<file path="src/rtl/inst_queue_fifo.sv">
// ---------------------------------------------------------------------------
// inst_queue_fifo
//
// Instruction queue sitting between instruction fetch and decode. Holds up to
// DEPTH {instruction, pc, predicted-taken} entries in a circular buffer with
// valid/ready handshakes on both sides. The read side is first-word-fall-
// through: the head entry is presented combinationally from storage.
//
// Ports
//   clk          rising-edge clock
//   rst          asynchronous active-low reset
//   rdy          global enable; 0 freezes all state and blocks transfers
//   clear        synchronous flush on branch misprediction
//   in_valid     fetch offers an entry
//   in_inst      instruction to enqueue
//   in_pc        pc of that instruction
//   in_pred      predicted-taken bit of that instruction
//   in_ready     queue can accept an entry this cycle
//   out_valid    head entry available
//   out_inst     head instruction (0 when out_valid = 0)
//   out_pc       head pc (0 when out_valid = 0)
//   out_pred     head predicted-taken (0 when out_valid = 0)
//   out_ready    decode takes the head entry
//   count        current occupancy, 0..DEPTH
//   almost_full  free entries <= AF_MARGIN
// ---------------------------------------------------------------------------
module inst_queue_fifo #(
    parameter int INST_W    = 32,
    parameter int ADDR_W    = 32,
    parameter int DEPTH     = 16,
    parameter int AF_MARGIN = 2
) (
    input  logic                     clk,
    input  logic                     rst,
    input  logic                     rdy,
    input  logic                     clear,
    input  logic                     in_valid,
    input  logic [INST_W-1:0]        in_inst,
    input  logic [ADDR_W-1:0]        in_pc,
    input  logic                     in_pred,
    output logic                     in_ready,
    output logic                     out_valid,
    output logic [INST_W-1:0]        out_inst,
    output logic [ADDR_W-1:0]        out_pc,
    output logic                     out_pred,
    input  logic                     out_ready,
    output logic [$clog2(DEPTH):0]   count,
    output logic                     almost_full
);

    localparam int PTR_W   = $clog2(DEPTH);
    localparam int CNT_W   = PTR_W + 1;
    localparam int ENTRY_W = INST_W + ADDR_W + 1;

    localparam logic [CNT_W-1:0] FULL_COUNT = CNT_W'(DEPTH);
    localparam logic [CNT_W-1:0] AF_LEVEL   = CNT_W'(DEPTH - AF_MARGIN);

    // Entry layout: {pred, pc, inst}
    logic [ENTRY_W-1:0] mem [DEPTH];

    logic [PTR_W-1:0] head;
    logic [PTR_W-1:0] tail;
    logic             push;
    logic             pop;
    logic [ENTRY_W-1:0] head_entry;

    // Handshake qualifiers. A full queue refuses pushes even if a pop happens
    // in the same cycle, so out_ready never reaches in_ready.
    assign in_ready  = rdy & ~clear & (count != FULL_COUNT);
    assign out_valid = rdy & ~clear & (count != '0);
    assign push      = in_valid & in_ready;
    assign pop       = out_valid & out_ready;

    // Head data falls through from storage and is zeroed when not valid.
    assign head_entry = mem[head];
    assign out_inst   = out_valid ? head_entry[INST_W-1:0] : '0;
    assign out_pc     = out_valid ? head_entry[INST_W +: ADDR_W] : '0;
    assign out_pred   = out_valid ? head_entry[ENTRY_W-1] : 1'b0;

    assign almost_full = (count >= AF_LEVEL);

    // Storage write: memory is deliberately not reset, only the pointers are.
    always_ff @(posedge clk) begin
        if (push) begin
            mem[tail] <= {in_pred, in_pc, in_inst};
        end
    end

    // Pointer and occupancy registers. A flush (only honoured while rdy is
    // high) wins over any push or pop; otherwise the pointers advance on
    // their own handshake and count moves only when exactly one side fires.
    always_ff @(posedge clk or negedge rst) begin
        if (!rst) begin
            head  <= '0;
            tail  <= '0;
            count <= '0;
        end else if (rdy && clear) begin
            head  <= '0;
            tail  <= '0;
            count <= '0;
        end else begin
            if (push) begin
                tail <= tail + PTR_W'(1);
            end
            if (pop) begin
                head <= head + PTR_W'(1);
            end
            if (push && !pop) begin
                count <= count + CNT_W'(1);
            end else if (pop && !push) begin
                count <= count - CNT_W'(1);
            end
        end
    end

endmodule

</file>
<file path="config.mk">
export PLATFORM = sky130hd
export DESIGN_NAME = inst_queue_fifo
export DESIGN_NICKNAME = d
export VERILOG_FILES = /design/src/rtl/inst_queue_fifo.sv
export SDC_FILE = /design/constraint.sdc
export NUM_CORES = 1
export LEC_CHECK = 0
export CORE_ASPECT_RATIO = 1.25
export CORE_MARGIN = 2
export CORE_UTILIZATION = 50
export CTS_BUF_LIST = sky130_fd_sc_hd__clkbuf_2 sky130_fd_sc_hd__clkbuf_4 sky130_fd_sc_hd__clkbuf_8
export DETAILED_ROUTE_END_ITERATION = 16
export MAX_ROUTING_LAYER = met4
export PLACE_DENSITY = 0.73
export SKIP_CTS_REPAIR_TIMING = 1
export SLEW_MARGIN = 30
export SYNTH_ARGS = -nofsm -noshare
export SYNTH_HDL_FRONTEND = slang
export SYNTH_SLANG_ARGS = --single-unit
</file>
<file path="constraint.sdc">
create_clock -name clk -period 6.6 [get_ports clk]
set_input_delay 1.98 -clock clk [delete_from_list [all_inputs] [get_ports clk]]
set_output_delay 1.98 -clock clk [all_outputs]
set_load 0.02 [all_outputs]
</file>
Yosys cells after proc, flatten, opt, wreduce, memory -nomap -nowiden
Memory sizes are Yosys's and may differ from the RTL's.
Cells that the tools add are included.

word-level totals
  memories = 1
  register bits after elaboration = 13
  logic and storage cells = 37
  bits in writable memories = 1040

memory list
  memory  words  width  read ports  clocked after memory_dff  write ports  RTL line  source
  mem     16     65     1           0                         1            59        logic [ENTRY_W-1:0] mem [DEPTH];

cells by class
  bitwise logic cells = 6
  reduce and logical (&&, ||, !) cells = 9
  equality and inequality tests = 1
  $add $sub $neg = 4
  multiplexer cells = 12
  order comparisons = 1

operator list
  cell                   count
  $mux W32               2
  $mux W4                4
  $mux W5                3
  $add A4 B1 Y4 const B  2
  $add A5 B1 Y5 const B  1
  $and A1 B1 Y1          5
  $ge A5 B4 Y1 const B   1
  $ne A5 B5 Y1 const B   1
  $reduce_bool A5 Y1     1
  $sub A5 B1 Y5 const B  1
  $reduce_bool A2 Y1     2
  $logic_and A1 B1 Y1    3
  $mux W1                3
  $reduce_bool A3 Y1     1
  $logic_not A1 Y1       2
  $not A1 Y1             1

Depth between registers and ports, before layout
  word-level depth = 9
  mapped depth = 9

Least setup slack after synthesis
Ideal clock, no wire load.

  kind = input to output
  from = input port clear
  to = output port out_inst[12]
  path slack = 1605 ps
  stages = 5
  arrival = 3015 ps
  buffers on the path = 2
  required time = 4620 ps
  path through = nand2b_1 > nand2b_1 > buf_2 > buf_2 > a21oi_1

on the way
  word-level cells in the longest chain between the ends = 4

ends and longest elaborated chain
  item                         RTL line  source
  start: declaration           36        input logic clear,
  $not A1 Y1                   70        assign out_valid = rdy & ~clear & (count != '0);
  $and A1 B1 Y1 (2 in series)  70
  $mux W32                     76        assign out_inst = out_valid ? head_entry[INST_W-1:0] : '0;
  end: declaration             43        output logic [INST_W-1:0] out_inst,

No other way between the ends.

Worst setup path in the final report
  from = input port clear
  to = output port out_pc[17]

on the way
  word-level cells in the longest chain between the ends = 4

ends and longest elaborated chain
  item                         RTL line  source
  $not A1 Y1                   70
  $and A1 B1 Y1 (2 in series)  70
  $mux W32                     77        assign out_pc = out_valid ? head_entry[INST_W +: ADDR_W] : '0;
  end: declaration             44        output logic [ADDR_W-1:0] out_pc,

No other way between the ends.

==> impl_metrics.ini <==
[setup_path]
slowest_stage = clkdlybuf4s50_1
r2r-end = count[4]
cp_common_cell = clkdlybuf4s50_1
cp_data_required_time_ns = 4.62
crit_start = clear
arrival_ns = 4.07
r2r_cells = 9
critical_path_class = in2out
crit_end = out_pc[17]
end_kind = primary output
cp_slowest_stage_delay_ns = 0.67
r2r_start = count[1]
crit_family = buffers and inverters
worst-path-stages = 6
worst-path-buf-inv = 3
path_cells = clkdlybuf4s50_1, nand2b_1, nand2b_4, buf_4, a21oi_1, clkdlybuf4s50_1
path_max_fanout = 33
start_kind = primary input
reg2reg_slack_ns = 3.40

[power]
p_int_mw = 11.57
fin_total_pwr_mw = 15.23
clkPwrFrac = 0.344
peakVddDrop_mv = 0.2219
power_density_mw_per_mm2 = 330.3
pwr-share-comb = 0.161
switchingPower_mw = 3.658
switching_share = 0.2402
p_seq_frac = 0.494
power.leakage_nw = 14.17

[global_routing]
grt_max_degree = 66
globalRouteTotalUtil = 0.2289
grt_pass1_wl_um = 131400
grt_antenna_before_repair = 4
grt_overflow_total = 0
grt_pass1_vias = 19958

[layout]
drive_gt1_frac = 0.2794
final_area_mm2 = 0.04610
final_core_util = 0.5836
syn_to_final_growth_pct = 15.35
nets = 2047
fillers = 5521

[clock_tree]
root_buffer = clkbuf_8
numCtsBuffers = 159
cts_max_level = 4
path_clk_slew_ns = 0.06
clk-insertion-delay-late_ns = 0.79
cts.path.max_buffers = 3
cts.sinks = 1053
cts_tree = built

[detailed_routing]
viasPerCell = 6.020
first_pass_iters = 5
wl_met2_um = 45860
wl_met1_um = 36020
drc_errors = 0
wl_met3_um = 6258
dr_total_vias = 18904
first_iter_violations = 2013
top_layer = met4
wirelength_um = 89440
wl_per_cell_um = 28.48
antenna_left = 0

[floorplan]
die_area_mm2 = 0.08222
placementRows = 115
initial_core_util = 0.5059
ioPinCount = 144
die_width_um = 256.9
die_h_um = 320.1
fp.coreArea_mm2 = 0.07899

[timing]
setup_viol = 0
finClkSkew_ns = 0.01571
finalCriticalPeriod_ns = 6.049
layout_worst_path_cycle_share = 0.9164
fin_tns_setup_ns = 0
drv_slew = 0
rsz0062_at_grt = false
worst_slew_pin_slew_ns = 0.9934
holdWs_ns = 0.6538
max-slew-margin-rel = 0.3378
fmax_mhz = 165.3
hold_violations = 0

[place]
dpl_cell_area_mm2 = 0.04299
gp_congestion = 0.7232
place_hpwl_um = 46700
portBuffers = 143

[synth]
synth_nets = 1788
synth_seq_cells = 1053
synth_cell_types = 41
synth.avg_cell_area_um2 = 23.41
synth_area_mm2 = 0.03996
syn_inst = 1707
synth-seq-area-share = 0.7896
yosysWarnings = 0

[worst_hold_path]
hold_path.class = reg2reg

[run]
maxCapViolCount = 0

[run_status]
status = completed
==> per-layer routing <==
metal | up-vias | track usage
met5 | - | -
met2 | 776 | 0.3664
li1 | 7904 | -
met4 | 0 | 0.05866
met3 | 105 | 0.04565
met1 | 10119 | 0.3051
==> final cells by class <==
class                      count  area (um2)  share of cell area
multi-input combinational    551        7914              0.1717
antenna                        4       10.01           0.0002171
clock buffer                 215        2640             0.05727
tap                         1053        1318             0.02858
inverter                       6       22.52           0.0004885
sequential                  1053       31560              0.6847
timing repair buffer         195        2170             0.04706
clock inverter                63       462.9             0.01004
==> state kept, by name (all words and copies together) (netlist names) <==
register	count
tail	4
mem	1040
count	5
head	4
==> cells by family (layout without fill, tap and decap cells) <==
group,Yosys count,in the layout,synth area share
flops,1053,1053,0.7896
buf+inv,103,479,0.01443
fa+ha+maj,10,10,0.003319
simple gates,58,58,0.008234
mux,265,265,0.1478
compound gates,211,211,0.03510
xor+xnor,7,7,0.001534
other cells,0,4,0
==> worst min path at each step <==
stage | cells after the start | end | slack (ns) | startpoint
final | 2 | tail[0] | 0.65 | tail[0]
after floorplan | 2 | head[3] | 0.56 | head[3]
after global routing | 2 | tail[0] | 0.70 | tail[0]
after global placement | 2 | tail[0] | 0.61 | tail[0]
after detailed placement | 2 | count[3] | 0.64 | count[3]
after CTS | 2 | count[3] | 0.65 | count[3]
==> worst register-to-register path, stage by stage, from the launching register on <==
cell and delay (ns):
dfrtp_1 0.51, nor4_4 0.12, a21boi_1 0.69, nand2_1 0.37, fa_1 0.51, a21o_1 0.20, a21oi_1 0.31, mux2i_1 0.23
a31oi_1 0.06, o21ai_1 0.12
==> per-stage QoR <==
step / cells / worst slack, ns
after global placement: 2855 / 0.7110
final: 3140 / 0.5515
after global routing: 3140 / 0.4872
after floorplan: 1707 / 1.605
after detailed placement: 2858 / 0.5863
after CTS: 3136 / 0.5832
==> synthesized netlist by cell type (all sizes together) <==
master / instances / area, um2
xor2: 4 / 35.03
and3b: 1 / 8.760
or3: 1 / 6.260
nor4: 1 / 21.27
nand3: 5 / 25.02
o22ai: 1 / 6.260
dfrtp: 13 / 325.3
ha: 9 / 112.6
nand4: 1 / 6.260
and4: 4 / 35.03
and2: 10 / 62.56
and3: 4 / 25.02
o31a: 1 / 8.760
buf: 63 / 426.7
nand2: 14 / 52.55
a22oi: 130 / 975.9
xnor2: 3 / 26.28
nor2: 10 / 37.54
nand4b: 1 / 8.760
edfxtp: 1040 / 31230
a211o: 1 / 10.01
inv: 6 / 22.52
mux4: 260 / 5856
a21bo: 1 / 10.01
a21boi: 1 / 7.510
a21o: 1 / 7.510
fa: 1 / 20.02
nand2b: 2 / 12.51
clkbuf: 34 / 127.6
nor2b: 2 / 12.51
a31oi: 1 / 6.260
a21oi: 72 / 360.4
mux2i: 5 / 50.05
o21ai: 2 / 10.00
nor3: 2 / 15.01
==> layout by cell type (no fill, tap or decap), drive strengths merged, types with 8 or more instances in the layout <==
cell,count
clkdlybuf4s50,143
mux4,260
clkbuf,215
edfxtp,1040
inv,8
buf,52
and2,10
ha,9
a22oi,130
a21oi,72
nand2,14
dfrtp,13
clkinv,51
nor2,10
==> power groups by stage <==
stage	Sequential, mW	Clock, mW	Combinational (mW)
final	7.53	5.24	2.46
after global routing	7.54	5.64	2.65
after CTS	7.53	5.36	2.51
after detailed placement	7.67	0	2.50
after global placement	7.66	0	2.46
after floorplan	7.61	0	1.89
No activity file was read; power rests on OpenSTA's default activity.
